<file path="src/rtl/spi_burst_ram_pkg.sv">
// Shared types and helpers for the SPI burst RAM.
//   state_t  : frame FSM states
//   OP_WRITE : burst write opcode
//   OP_READ  : burst read opcode (2'b1x is reserved)
//   addr_inc : modulo-depth address increment, valid for non-power-of-two depths
package spi_burst_ram_pkg;

  typedef enum logic [2:0] {
    ST_IDLE,
    ST_CMD,
    ST_ADDR,
    ST_RD_DUMMY,
    ST_READ,
    ST_WRITE,
    ST_IGNORE
  } state_t;

  localparam logic [1:0] OP_WRITE = 2'b00;
  localparam logic [1:0] OP_READ  = 2'b01;

  function automatic logic [31:0] addr_inc(input logic [31:0] a, input logic [31:0] depth);
    return (a == depth - 32'd1) ? '0 : a + 32'd1;
  endfunction

endpackage

</file>
<file path="src/rtl/spi_burst_ram_mem.sv">
// MEM_DEPTH x DATA_WIDTH word array, synchronous write and synchronous read,
// no reset so it stays inferable as block RAM.
//   clk     : system clock
//   we_i    : write enable
//   waddr_i : write address
//   wdata_i : write data
//   raddr_i : read address (out-of-range addresses leave rdata_o unchanged)
//   rdata_o : registered read data
module spi_burst_ram_mem #(
  parameter int DATA_WIDTH = 8,
  parameter int ADDR_WIDTH = 8,
  parameter int MEM_DEPTH  = 256
) (
  input  logic                  clk,
  input  logic                  we_i,
  input  logic [ADDR_WIDTH-1:0] waddr_i,
  input  logic [DATA_WIDTH-1:0] wdata_i,
  input  logic [ADDR_WIDTH-1:0] raddr_i,
  output logic [DATA_WIDTH-1:0] rdata_o
);

  localparam int IW = (MEM_DEPTH > 1) ? $clog2(MEM_DEPTH) : 1;

  logic [DATA_WIDTH-1:0] mem_q [MEM_DEPTH];
  logic [DATA_WIDTH-1:0] rdata_q;

  always_ff @(posedge clk) begin
    if (we_i) mem_q[waddr_i[IW-1:0]] <= wdata_i;
    if (32'(raddr_i) < 32'(MEM_DEPTH)) rdata_q <= mem_q[raddr_i[IW-1:0]];
  end

  assign rdata_o = rdata_q;

endmodule

</file>
<file path="src/rtl/spi_burst_ram.sv">
// SPI-slave burst memory. One frame = 2-bit opcode, ADDR_WIDTH-bit start
// address, then an unbounded stream of DATA_WIDTH-bit words with modulo
// address auto-increment. All SPI pins are sampled on clk.
//   clk       : system clock, rising edge
//   rst_n     : asynchronous active-low reset
//   SS_n      : slave select, active low
//   MOSI      : serial in, MSB first
//   MISO      : registered serial out, MSB first
//   frame_err : one-cycle pulse on reserved opcode or out-of-range start address
module spi_burst_ram
  import spi_burst_ram_pkg::*;
#(
  parameter int DATA_WIDTH = 8,
  parameter int ADDR_WIDTH = 8,
  parameter int MEM_DEPTH  = 256
) (
  input  logic clk,
  input  logic rst_n,
  input  logic SS_n,
  input  logic MOSI,
  output logic MISO,
  output logic frame_err
);

  localparam int CNT_MAX = (ADDR_WIDTH > DATA_WIDTH) ? ADDR_WIDTH : DATA_WIDTH;
  localparam int CW      = $clog2(CNT_MAX + 1);
  localparam logic [CW-1:0] ADDR_LAST = CW'(ADDR_WIDTH - 1);
  localparam logic [CW-1:0] DATA_LAST = CW'(DATA_WIDTH - 1);

  state_t                state_q, state_d;
  logic [CW-1:0]         cnt_q, cnt_d;
  logic [ADDR_WIDTH-1:0] addr_q, addr_d;
  logic [1:0]            op_q, op_d;
  logic [DATA_WIDTH-1:0] rx_q, rx_d;
  logic [DATA_WIDTH-1:0] tx_q, tx_d;
  logic                  miso_q, miso_d;
  logic                  err_q, err_d;

  logic [ADDR_WIDTH-1:0] addr_shift;
  logic [ADDR_WIDTH-1:0] addr_next;
  logic [DATA_WIDTH-1:0] rx_word;
  logic [DATA_WIDTH-1:0] rd_data;
  logic                  addr_bad;
  logic                  we;

  assign addr_shift = ADDR_WIDTH'({addr_q, MOSI});
  assign rx_word    = DATA_WIDTH'({rx_q, MOSI});
  assign addr_bad   = (32'(addr_shift) >= 32'(MEM_DEPTH));
  assign addr_next  = ADDR_WIDTH'(addr_inc(32'(addr_q), 32'(MEM_DEPTH)));

  always_ff @(posedge clk or negedge rst_n) begin
    if (!rst_n) state_q <= ST_IDLE;
    else        state_q <= state_d;
  end

  always_comb begin
    state_d = state_q;
    if (SS_n) begin
      state_d = ST_IDLE;
    end else begin
      case (state_q)
        ST_IDLE:     state_d = ST_CMD;
        ST_CMD:      state_d = ST_ADDR;
        ST_ADDR: begin
          if (cnt_q == ADDR_LAST) begin
            if (op_q[1] || addr_bad)  state_d = ST_IGNORE;
            else if (op_q == OP_READ) state_d = ST_RD_DUMMY;
            else                      state_d = ST_WRITE;
          end
        end
        ST_RD_DUMMY: state_d = ST_READ;
        ST_READ, ST_WRITE, ST_IGNORE: state_d = state_q;
        default:     state_d = ST_IDLE;
      endcase
    end
  end

  // The read port always fetches mem[addr_d], so rd_data holds the word at
  // addr_q one cycle later. RD_DUMMY behaves like a READ edge with cnt==0:
  // it loads that word, sends its MSB and advances the address, which makes
  // consecutive words stream without a gap.
  always_comb begin
    cnt_d  = cnt_q;
    addr_d = addr_q;
    op_d   = op_q;
    rx_d   = rx_q;
    tx_d   = tx_q;
    miso_d = 1'b0;
    err_d  = 1'b0;
    we     = 1'b0;
    if (SS_n) begin
      cnt_d = '0;
    end else begin
      case (state_q)
        ST_IDLE, ST_CMD: op_d = {op_q[0], MOSI};
        ST_ADDR: begin
          addr_d = addr_shift;
          if (cnt_q == ADDR_LAST) begin
            cnt_d = '0;
            err_d = op_q[1] || addr_bad;
          end else begin
            cnt_d = cnt_q + 1'b1;
          end
        end
        ST_WRITE: begin
          rx_d = rx_word;
          if (cnt_q == DATA_LAST) begin
            we     = 1'b1;
            addr_d = addr_next;
            cnt_d  = '0;
          end else begin
            cnt_d = cnt_q + 1'b1;
          end
        end
        ST_RD_DUMMY, ST_READ: begin
          if (cnt_q == '0) begin
            miso_d = rd_data[DATA_WIDTH-1];
            tx_d   = rd_data << 1;
            addr_d = addr_next;
          end else begin
            miso_d = tx_q[DATA_WIDTH-1];
            tx_d   = tx_q << 1;
          end
          cnt_d = (cnt_q == DATA_LAST) ? '0 : cnt_q + 1'b1;
        end
        default: ;
      endcase
    end
  end

  always_ff @(posedge clk or negedge rst_n) begin
    if (!rst_n) begin
      cnt_q  <= '0;
      addr_q <= '0;
      op_q   <= '0;
      rx_q   <= '0;
      tx_q   <= '0;
      miso_q <= 1'b0;
      err_q  <= 1'b0;
    end else begin
      cnt_q  <= cnt_d;
      addr_q <= addr_d;
      op_q   <= op_d;
      rx_q   <= rx_d;
      tx_q   <= tx_d;
      miso_q <= miso_d;
      err_q  <= err_d;
    end
  end

  assign MISO      = miso_q;
  assign frame_err = err_q;

  spi_burst_ram_mem #(
    .DATA_WIDTH(DATA_WIDTH),
    .ADDR_WIDTH(ADDR_WIDTH),
    .MEM_DEPTH (MEM_DEPTH)
  ) u_mem (
    .clk    (clk),
    .we_i   (we),
    .waddr_i(addr_q),
    .wdata_i(rx_word),
    .raddr_i(addr_d),
    .rdata_o(rd_data)
  );

endmodule

</file>
<file path="config.mk">
export PLATFORM = sky130hd
export DESIGN_NAME = spi_burst_ram
export DESIGN_NICKNAME = d
export VERILOG_FILES = /design/src/rtl/spi_burst_ram_pkg.sv /design/src/rtl/spi_burst_ram_mem.sv /design/src/rtl/spi_burst_ram.sv
export SDC_FILE = /design/constraint.sdc
export NUM_CORES = 2
export LEC_CHECK = 0
export CELL_PAD_IN_SITES_DETAIL_PLACEMENT = 1
export CELL_PAD_IN_SITES_GLOBAL_PLACEMENT = 1
export CORE_MARGIN = 2
export CORE_UTILIZATION = 40
export CTS_CLUSTER_SIZE = 12
export DETAILED_ROUTE_END_ITERATION = 6
export GPL_TIMING_DRIVEN = 0
export PLACE_DENSITY = 0.71
export SLEW_MARGIN = 25
export SYNTH_ARGS = -nofsm -noshare
export SYNTH_HDL_FRONTEND = slang
export SYNTH_SLANG_ARGS = --single-unit
</file>
<file path="constraint.sdc">
create_clock -name clk -period 8.6 [get_ports clk]
set_input_delay 1.72 -clock clk [delete_from_list [all_inputs] [get_ports clk]]
set_output_delay 1.72 -clock clk [all_outputs]
set_load 0.1 [all_outputs]
</file>
==> flow_summary.yaml <==
clocking:
  cts_num_sinks: 2089
  hold_buffers: 0
  cts_buffer_depth: 3
  insertion_delay_ns: 0.90
  clk_pin_slew_worst_paths_ns: 0.06
  cts_tree: "yes"
  cts_made_buffers: 211
  cts_root_buf: "clkbuf_16"
  post-cts-setup-buffers: 0
  cts_max_level: 4
  cts_resized: 0
status:
  status: "completed"
global_routing:
  grt_max_degree: 89
  grt_pass1_vias: 63130
  grtUsageTotal: 0.3391
  grt_pass1_wl_mm: 521.4
  gr-total-overflow: 0
  antenna_found_initial: 32
floorplan:
  coreArea_um2: 219100
  dieArea_um2: 223500
  ios: 6
  die_height_um: 472.7
  row_count: 172
  start_util: 0.4011
  die_x_um: 472.7
setup_path:
  max_stage_delay_ns: 1.13
  worstSetupPathType: "flip-flop to flip-flop"
  cp_max_fo: 10
  cp_num_buf_inv: 3
  crit_start: "addr_q[0]$_DFF_PN0_"
  crit_family: "simple AND/OR/NAND/NOR gates"
  r2r-start: "addr_q[0]$_DFF_PN0_"
  arrival_ns: 8.72
  end_kind: "flip-flop"
  critPathLaunchType: "flip-flop"
  crit_top_cell: "clkbuf_1"
  slowest_stage: "nor3_1"
  crit_required_ns: 9.19
  worstPathCellList: "ha_1 > nand3_1 > nor3_1 > o21a_1 > buf_2 > clkbuf_1 > clkbuf_1 > nor4_1 > o41ai_1 > a41o_1 > nand4_1"
logic_synthesis:
  post_synth.cell_area_avg_um2: 14.32
  synthArstFlopShare: 0.01580
  synth-seq-cells: 2089
  synth.most_common_cell: "edfxtp_1"
  synth_area_leaders: "edfxtp_1 70%, a221oi_1 4.5%, a211oi_1 3.8%"
  synthesis.nets: 6148
  synth_top_area_cell: "edfxtp_1"
  synth_top_area_share: 0.6998
  yosysSeqAreaShare: 0.7111
  syn_inst: 6138
  syn-cell-area_um2: 87880
  synth.distinct_cells: 63
  synth-main-ff-cell: "edfxtp_1"
  ys_top_cells_by_count: "2048 x edfxtp_1, 566 x clkbuf_1, 448 x a211oi_1, 448 x a221oi_1, 385 x nor4_1"
  synth-edff-count: 2048
  ys_warn_count: 0
route:
  avgViaCountPerCell: 6.910
  drc: 0
  drt_iter0_drc: 10950
  wirelength_mm: 388.3
  ant_nets: 0
  wl_per_cell_um: 41.03
  first_pass_iters: 6
  vias: 65410
timing:
  slew_headroom: 0.1105
  finClkSkew_ns: 0.04987
  worstMarginPinSlew_ns: 1.331
  finalHoldViolCount: 0
  slew_viol_final: 0
  finalSetupViolCount: 0
  period_share: 0.9461
  fin_crit_ns: 8.136
  rsz0062_at_grt: "false"
  fin_hold_ws_ns: 0.4743
  fmax_ghz: 0.1229
  setup_ws_ns: 0.4637
placed_design:
  dp_slack_ns: 0.3028
  dp_hpwl_mm: 280.5
  placed_cells: 9088
  place.gp.congestion: 1.036
  portBuffers: 5
finish:
  final_core_util: 0.4569
  instances_no_fill: 9466
  drive_gt1_frac: 0.08975
  area_growth_pct: 13.92
  layout.nets: 6442
run:
  cap_violations: 0
power:
  power.leakage_nw: 30.32
  ir_worst_vdd_v: 0.0002655
  power.density_nw_per_um2: 324.7
hold_path:
  min-delay-start: "u_mem.rdata_o[7]$_DFF_P_"
  hp-class: "flip-flop to flip-flop"
[report_power, final]
| group | switching (mW) | total (mW) | internal [mW] | leakage (nW) |
|---|---|---|---|---|
| registers | 0.0971 | 11.5 | 11.4 | 19.3 |
| logic | 9.59 | 12.2 | 2.58 | 7.93 |
| clock network | 4.09 | 8.87 | 4.78 | 3.06 |
[area by class of cell]
| cell class | instances | area [um^2] |
|---|---|---|
| Fill cell | 21710 | 119000 |
| Sequential cell | 2089 | 62510 |
| Multi-Input combinational cell | 3188 | 22590 |
| Clock buffer | 272 | 5572 |
| Tap cell | 2871 | 3592 |
| Buffer | 656 | 2649 |
| Timing Repair Buffer | 81 | 1628 |
| Inverter | 205 | 769.5 |
| Clock inverter | 83 | 739.5 |
| Antenna cell | 21 | 52.55 |
[metrics by stage]
step / area, um^2 / TNS (ns) / total power [mW]
finish: 100100 / 0 / 32.50
detailed placement: 93570 / 0 / 22.99
global placement: 91520 / -3413.34 / 22.54
CTS: 99880 / 0 / 31.65
floorplan: 87880 / 0 / 16.87
global route: 100100 / 0 / 32.70
[metal layers]
| layer | up-vias | share of wire | global-route usage |
|---|---|---|---|
| li1 | 25610 | - | - |
| met1 | 33870 | 0.37 | 0.4393 |
| met2 | 4884 | 0.43 | 0.4935 |
| met3 | 1038 | 0.13 | 0.1144 |
| met4 | 18 | 0.070 | 0.2011 |
| met5 | - | 0.00054 | 0 |
[cell families (layout without fill, tap and decap cells)]
family	count (synthesis)	after routing	synth area share
mux	74	74	0.008557
fa+ha+maj	6	6	0.0008543
xor+xnor	3	3	0.0002991
flops	2089	2089	0.7111
other cells	0	21	0
simple gates	1492	1492	0.08888
buf+inv	861	1297	0.03766
compound gates	1613	1613	0.1527
[worst reg2reg max path: stages (launching register included)]
cell and delay [ns]:
dfrtp_1 0.53, ha_1 0.39, nand3_1 0.87, nor3_1 1.13, o21a_1 0.72, buf_2 0.65, clkbuf_1 0.81, clkbuf_1 0.72
nor4_1 0.26, o41ai_1 0.88, a41o_1 0.44, nand4_1 0.42
[final timing paths]
| check | slack [ns] | cells after the start | end |
|---|---|---|---|
| hold / removal | 0.47 | 2 | MISO$_DFF_PN0_ |
| hold reg to reg | 0.47 | 2 | MISO$_DFF_PN0_ |
| setup / recovery | 0.46 | 11 | u_mem.rdata_o[1]$_DFF_P_ |
| min in group asynchronous | 0.78 | 1 | tx_q[4]$_DFFE_PN0P_ |
| max in group asynchronous | 7.36 | 2 | rx_q[1]$_DFFE_PN0P_ |
| setup reg to reg | 0.46 | 11 | u_mem.rdata_o[1]$_DFF_P_ |
[registers in the layout, indices dropped and copies added, names as in the netlist]
signal,cells
u_mem.mem_q,2048
addr_q,8
u_mem.rdata_o,8
rx_q,7
tx_q,7
cnt_q,4
state_q,3
op_q,2
MISO,1
frame_err,1
[cell usage in the layout (no fill, tap or decap), types with 190 or more instances in the layout]
master	netlist	final
inv_1	201	201
a211oi_1	448	448
a2111oi_0	192	190
edfxtp_1	2048	2048
nand2_1	304	304
nor4_1	385	334
nor2b_1	201	201
nor2_1	284	250
clkbuf_16	0	213
clkbuf_1	566	546
and2_1	196	196
o31a_1	192	192
a221oi_1	448	448
Note: power is estimated with default switching activity, not from simulation.
